$ cat src/rtl/comb_restorer_if.sv
// Sample-stream bundle for comb_restorer: input handshake (data_i/valid_i/ready_o)
// and output handshake (data_o/valid_o/ready_i); master is the stream environment.
interface comb_restorer_if #(
  parameter int IO_WIDTH = 16
);
  logic [IO_WIDTH-1:0] data_i;
  logic                valid_i;
  logic                ready_o;
  logic [IO_WIDTH-1:0] data_o;
  logic                valid_o;
  logic                ready_i;

  modport master (output data_i, valid_i, ready_i, input ready_o, data_o, valid_o);
  modport slave  (input data_i, valid_i, ready_i, output ready_o, data_o, valid_o);
endinterface

$ cat src/rtl/comb_restorer.sv
// Comb restorer: out = sat(G * sat(x + K*w[n-D])) using one shared multiplier.
// Optional sticky saturation flag ovf_o when COMB_RESTORER_OVF_FLAG_EN is defined.
module comb_restorer #(
  parameter int unsigned                 DELAY     = 2,
  parameter int                          IO_WIDTH  = 16,
  parameter int                          INT_WIDTH = 18,
  parameter logic signed [INT_WIDTH-1:0] COEF_FB   = 18'sd131071,
  parameter logic signed [INT_WIDTH-1:0] COEF_GAIN = 18'sd65536
) (
  input  logic clk_i,
  input  logic reset_ni,
`ifdef COMB_RESTORER_OVF_FLAG_EN
  output logic ovf_o,
`endif
  comb_restorer_if.slave bus
);

  typedef enum logic [1:0] {IDLE, FB, GAIN, OUT} state_t;

  state_t state, state_nxt;

  logic signed [INT_WIDTH-1:0]   x_q, a_q, y_q;
  logic signed [INT_WIDTH-1:0]   w [DELAY];
  logic signed [INT_WIDTH-1:0]   mul_a, mul_b;
  logic signed [2*INT_WIDTH-1:0] prod;
  logic signed [INT_WIDTH+1:0]   fb_sum, gain_r;
  logic signed [INT_WIDTH-1:0]   fb_sat, gain_sat;
  logic                          fb_clip, gain_clip;
  logic                          accept, shift;
  logic                          unused_bits;

  function automatic logic fits(input logic signed [INT_WIDTH+1:0] v);
    return (&v[INT_WIDTH+1:INT_WIDTH-1]) || !(|v[INT_WIDTH+1:INT_WIDTH-1]);
  endfunction

  function automatic logic signed [INT_WIDTH-1:0] sat(input logic signed [INT_WIDTH+1:0] v);
    if (fits(v)) return v[INT_WIDTH-1:0];
    else if (v[INT_WIDTH+1]) return {1'b1, {(INT_WIDTH-1){1'b0}}};
    else return {1'b0, {(INT_WIDTH-1){1'b1}}};
  endfunction

  // Single multiplier: feedback product in FB, gain product in GAIN.
  always_comb begin
    mul_a = COEF_FB;
    mul_b = w[DELAY-1];
    if (state == GAIN) begin
      mul_a = COEF_GAIN;
      mul_b = a_q;
    end
  end

  assign prod = mul_a * mul_b;

  // Bit slices of the product are exact floor shifts (>>> INT_WIDTH-1 and >>> INT_WIDTH-2).
  assign fb_sum    = {{2{x_q[INT_WIDTH-1]}}, x_q} + {prod[2*INT_WIDTH-1], prod[2*INT_WIDTH-1:INT_WIDTH-1]};
  assign gain_r    = prod[2*INT_WIDTH-1:INT_WIDTH-2];
  assign fb_sat    = sat(fb_sum);
  assign gain_sat  = sat(gain_r);
  assign fb_clip   = !fits(fb_sum);
  assign gain_clip = !fits(gain_r);

  always_comb begin
    state_nxt = state;
    accept    = 1'b0;
    shift     = 1'b0;
    case (state)
      IDLE: if (bus.valid_i) begin
        accept    = 1'b1;
        state_nxt = FB;
      end
      FB:   state_nxt = GAIN;
      GAIN: state_nxt = OUT;
      OUT:  if (bus.ready_i) begin
        shift     = 1'b1;
        state_nxt = IDLE;
      end
      default: state_nxt = IDLE;
    endcase
  end

  always_ff @(posedge clk_i or negedge reset_ni) begin
    if (!reset_ni) begin
      state <= IDLE;
      x_q   <= '0;
      a_q   <= '0;
      y_q   <= '0;
      for (int unsigned k = 0; k < DELAY; k++) w[k] <= '0;
    end else begin
      state <= state_nxt;
      if (accept) x_q <= {bus.data_i, {(INT_WIDTH-IO_WIDTH){1'b0}}};
      if (state == FB) a_q <= fb_sat;
      if (state == GAIN) y_q <= gain_sat;
      // History advances only on the output handshake so a stall cannot disturb it.
      if (shift) begin
        w[0] <= a_q;
        for (int unsigned k = 1; k < DELAY; k++) w[k] <= w[k-1];
      end
    end
  end

  assign bus.ready_o = (state == IDLE);
  assign bus.valid_o = (state == OUT);
  assign bus.data_o  = y_q[INT_WIDTH-1 -: IO_WIDTH];

  assign unused_bits = ^{prod[INT_WIDTH-3:0], y_q[INT_WIDTH-IO_WIDTH-1:0]};

`ifdef COMB_RESTORER_OVF_FLAG_EN
  always_ff @(posedge clk_i or negedge reset_ni) begin
    if (!reset_ni) ovf_o <= 1'b0;
    else if ((state == FB && fb_clip) || (state == GAIN && gain_clip)) ovf_o <= 1'b1;
  end
`else
  logic unused_clip;
  assign unused_clip = fb_clip ^ gain_clip;
`endif

endmodule
$ cat src/flat_wrapper.sv
// flat-port wrapper written by rule: the top's interface ports become plain ports
module comb_restorer_flat 
#(
  parameter int unsigned                 DELAY     = 2,
  parameter int                          IO_WIDTH  = 16,
  parameter int                          INT_WIDTH = 18,
  parameter logic signed [INT_WIDTH-1:0] COEF_FB   = 18'sd131071,
  parameter logic signed [INT_WIDTH-1:0] COEF_GAIN = 18'sd65536
)
  (clk_i, reset_ni, bus_data_i, bus_valid_i, bus_ready_i, bus_ready_o, bus_data_o, bus_valid_o);
  comb_restorer_if #(.IO_WIDTH(IO_WIDTH)) bus_i ();
  input  logic clk_i;
  input  logic reset_ni;
  input wire logic [$bits(bus_i.data_i)-1:0] bus_data_i;
  input wire logic [$bits(bus_i.valid_i)-1:0] bus_valid_i;
  input wire logic [$bits(bus_i.ready_i)-1:0] bus_ready_i;
  output wire logic [$bits(bus_i.ready_o)-1:0] bus_ready_o;
  output wire logic [$bits(bus_i.data_o)-1:0] bus_data_o;
  output wire logic [$bits(bus_i.valid_o)-1:0] bus_valid_o;
  assign bus_i.data_i = bus_data_i;
  assign bus_i.valid_i = bus_valid_i;
  assign bus_i.ready_i = bus_ready_i;
  assign bus_ready_o = bus_i.ready_o;
  assign bus_data_o = bus_i.data_o;
  assign bus_valid_o = bus_i.valid_o;
  comb_restorer #(.DELAY(DELAY), .IO_WIDTH(IO_WIDTH), .INT_WIDTH(INT_WIDTH), .COEF_FB(COEF_FB), .COEF_GAIN(COEF_GAIN)) u_core (.clk_i(clk_i), .reset_ni(reset_ni), .bus(bus_i));
endmodule
$ cat config.mk
export PLATFORM = sky130hd
export DESIGN_NAME = comb_restorer_flat
export DESIGN_NICKNAME = d
export VERILOG_FILES = /design/src/rtl/comb_restorer_if.sv /design/src/rtl/comb_restorer.sv /design/src/flat_wrapper.sv
export SDC_FILE = /design/constraint.sdc
export NUM_CORES = 1
export LEC_CHECK = 0
export ABC_AREA = 1
export CORE_ASPECT_RATIO = 1.75
export CORE_MARGIN = 4
export CORE_UTILIZATION = 60
export DETAILED_ROUTE_END_ITERATION = 16
export PLACE_DENSITY = 0.83
export REMOVE_ABC_BUFFERS = 1
export SLEW_MARGIN = 10
export SYNTH_ARGS = -nofsm -noshare
export SYNTH_HDL_FRONTEND = slang
export SYNTH_SLANG_ARGS = --single-unit
$ cat constraint.sdc
create_clock -name clk_i -period 26.2 [get_ports clk_i]
set_clock_uncertainty 0.2 [all_clocks]
set_input_delay 5.24 -clock clk_i [delete_from_list [all_inputs] [get_ports clk_i]]
set_output_delay 5.24 -clock clk_i [all_outputs]
set_load 0.1 [all_outputs]
==> metrics.md <==
| Metric | Value |
|---|---|
| CP delay by family, top | `adder cells` |
| Initial Utilization | `61.4%` |
| Yosys top cell area share | `20.5%` |
| Area contributors post-synth | `dfrtp_1 20%, fa_1 17%, ha_1 17%` |
| Final Cycle Share | `36.9%` |
| Worst r2r dst | `u_core.a_q[14]` |
| # hold bufs at CTS | `0` |
| Crit path capture type | `flip-flop` |
| Via density | `5.54` |
| Antenna diode count | `0` |
| Fin. max-slew vios | `0` |
| Max incr delay on CP | `750 ps` |
| GR Util All Layers | `29.4%` |
| Crit path top cell by count | `inv_1` |
| # setup viols final | `0` |
| Worst Path Arrival | `9690 ps` |
| Placer congestion estimate | `1.02` |
| Status | `complete, no violations` |
| Sequential fraction of the synthesis area | `20.5%` |
| CTS sink count | `88` |
| Iteration-0 DRC Markers | `524` |
| FILL cells | `1407` |
| # IOs | `38` |
| Buffers on Ports | `37` |
| Reg2reg setup slack | `16520 ps` |
| Hold endpoint | `u_core.w[31]` |
| DPL Wire Length | `24000 um` |
| First-pass GRT wire length | `45400 um` |
| Worst setup path class | `reg2reg` |
| Clock-pin slew on the worst setup and hold paths | `60 ps` |
| RSZ-0062 raised after global routing | `no` |
| Layout cells sized above 1 | `7.15%` |
| Final ANT Viol Nets | `0` |
| Ys Warns | `0` |
| Top cells by count, synth | `268 x inv_1, 221 x nand2_1, 146 x ha_1, 125 x nor2_1, 94 x fa_1` |
| Max_cap viols | `0` |
| Die span in x | `109 um` |
| Final nets | `1611` |
| Total number of vias | `8786` |
| WP buf/inv | `11` |
| Worst-margin pin slew | `1010 ps` |
| Drt first pass iters | `6` |
| Worst Setup Start Kind | `flip-flop` |
| Hold Vio Cnt, Final | `0` |
| Worst path slowest cell | `fa_1` |
| H-tree Lvls | `3` |
| Post-CTS repair timing setup buffer count | `0` |
| Post_cts resized | `0` |
| DRC | `0` |
| Die area | `0.0202 mm^2` |
| Syn avg cell area | `8.13 um^2` |
| Root Buffer | `clkbuf_16` |
| Primary FF master, synth | `dfrtp_1` |
| Most numerous cell in the Yosys netlist | `inv_1` |
| Area Growth Syn to Fin | `8.40%` |
| Wire per inst | `17.8 um` |
| Setup TNS | `0 ps` |
| Worst flop-to-flop path startpoint | `u_core.state[0]` |
| Final Critical Period | `9680 ps` |
| Number of buffers created by CTS | `9` |
| Slew HR | `32.4%` |
| Clk buf depth | `2` |
| CTS tree | `yes` |
| Pin count of the biggest net entering global routing | `67` |
| Post-synth EDFFs | `0` |
| Cell row count | `64` |
| Async S/R FF share, synth | `100%` |
| Vias in the first global route | `9278` |
| Hold/Removal Path Class | `reg2reg` |
| Worst skew pair latency | `350 ps` |
| Post-synth top area cell | `dfrtp_1` |
| Hold path start | `u_core.w[31]` |
| Die height | `185 um` |
| Syn Std Cell Area | `0.0108 mm^2` |
| Core ar. | `0.0175 mm^2` |
| Post-Route WL | `28300 um` |
| Worst Path Required | `26210 ps` |
| Syn Inst Count | `1324` |
| #FFs+latches synth | `88` |
| Initial antenna violation count | `0` |
| Synth cell types | `45` |
| GR Overflow Total | `0` |
| Reg2Reg Depth | `43` |
| WHS Path Cells | `2` |
| CP Max Fanout | `34` |
| F_max | `0.103 GHz` |
-- cell families after synthesis --
logic type | synth area share [%]
flip-flops | 20.5
multiplexers | 2.93
XOR/XNOR | 4.39
AO/OA/AOI/OAI | 10.7
buffers and inverters | 10.8
adder cells (fa/ha/maj) | 34.5
AND/OR/NAND/NOR | 16.1
-- worst reg2reg max path, delay by kind of cell, from the launching register on --
| family | cells | cell delay (ps) |
|---|---|---|
| buf+inv | 11 | 1290 |
| simple gates | 17 | 2280 |
| fa+ha+maj | 10 | 4240 |
| xor+xnor | 1 | 390 |
| flops | 1 | 400 |
| compound gates | 4 | 780 |
-- how the worst max path moves through the flow --
stage / startpoint / to / slack [ps] / cells after the start
global placement: u_core.state[0] / u_core.a_q[7] / 16880 / 43
detailed placement: u_core.state[0] / u_core.a_q[14] / 16620 / 44
global route: u_core.state[0] / u_core.a_q[2] / 15860 / 44
finish: u_core.state[0] / u_core.a_q[14] / 16520 / 43
floorplan: u_core.state[0] / u_core.a_q[0] / 17550 / 42
CTS: u_core.state[0] / u_core.a_q[14] / 16550 / 44
-- cell usage in the layout, fill, tap and decap left out, drive strengths merged --
cell             n
mux2            28
xnor2           13
buf              4
a21o            13
o21bai          14
nor3            11
a211oi           2
nand3b           3
nor2           128
clkdlybuf4s50   36
a21oi           98
a21boi           2
nand4            4
o21ai           59
clkbuf          10
o31ai            1
clkinv           1
o21a             3
fa              94
xor2            41
nand2          238
a31oi            4
bufinv           3
maj3             1
o211ai           1
o22ai            1
ha             146
inv            278
nor4             1
dfrtp           88
nand3           30
-- final cells by class --
cell class | count | area (um^2) | area share [%]
Clock buffer | 10 | 239 | 2.05
Clock inverter | 6 | 113 | 0.965
Inverter | 276 | 1040 | 8.90
Multi-Input combinational cell | 936 | 7400 | 63.4
Sequential cell | 88 | 2200 | 18.9
Tap cell | 231 | 289 | 2.48
Timing Repair Buffer | 40 | 390 | 3.34
-- layer usage --
metal  vias up  track usage, %  part of all wire [%]
met1      4210            29.0                    33
met4         0            23.3                   9.5
met2       259            54.8                    55
li1       4186               -                     -
met5         -               0                     0
met3       131            2.34                   2.8
-- flip-flops by register name (all words and copies together) (netlist names) --
register,flops
u_core.w,36
u_core.a_q,18
u_core.x_q,16
u_core.y_q,16
u_core.state,2
-- per-stage QoR --
stage	cell area, um^2	instances	worst slack, ps	hold slack (ps)	utilization (%)
finish	11700	1587	16520	286	66.6
global route	11700	1587	15860	313	66.6
CTS	11700	1587	16550	291	66.6
detailed placement	11300	1571	16620	274	64.5
global placement	11300	1571	16880	265	64.5
floorplan	10600	1300	17550	249	-
Power is not shown: default switching activity piles up to over one toggle a cycle in this logic, so the estimate is an artifact.
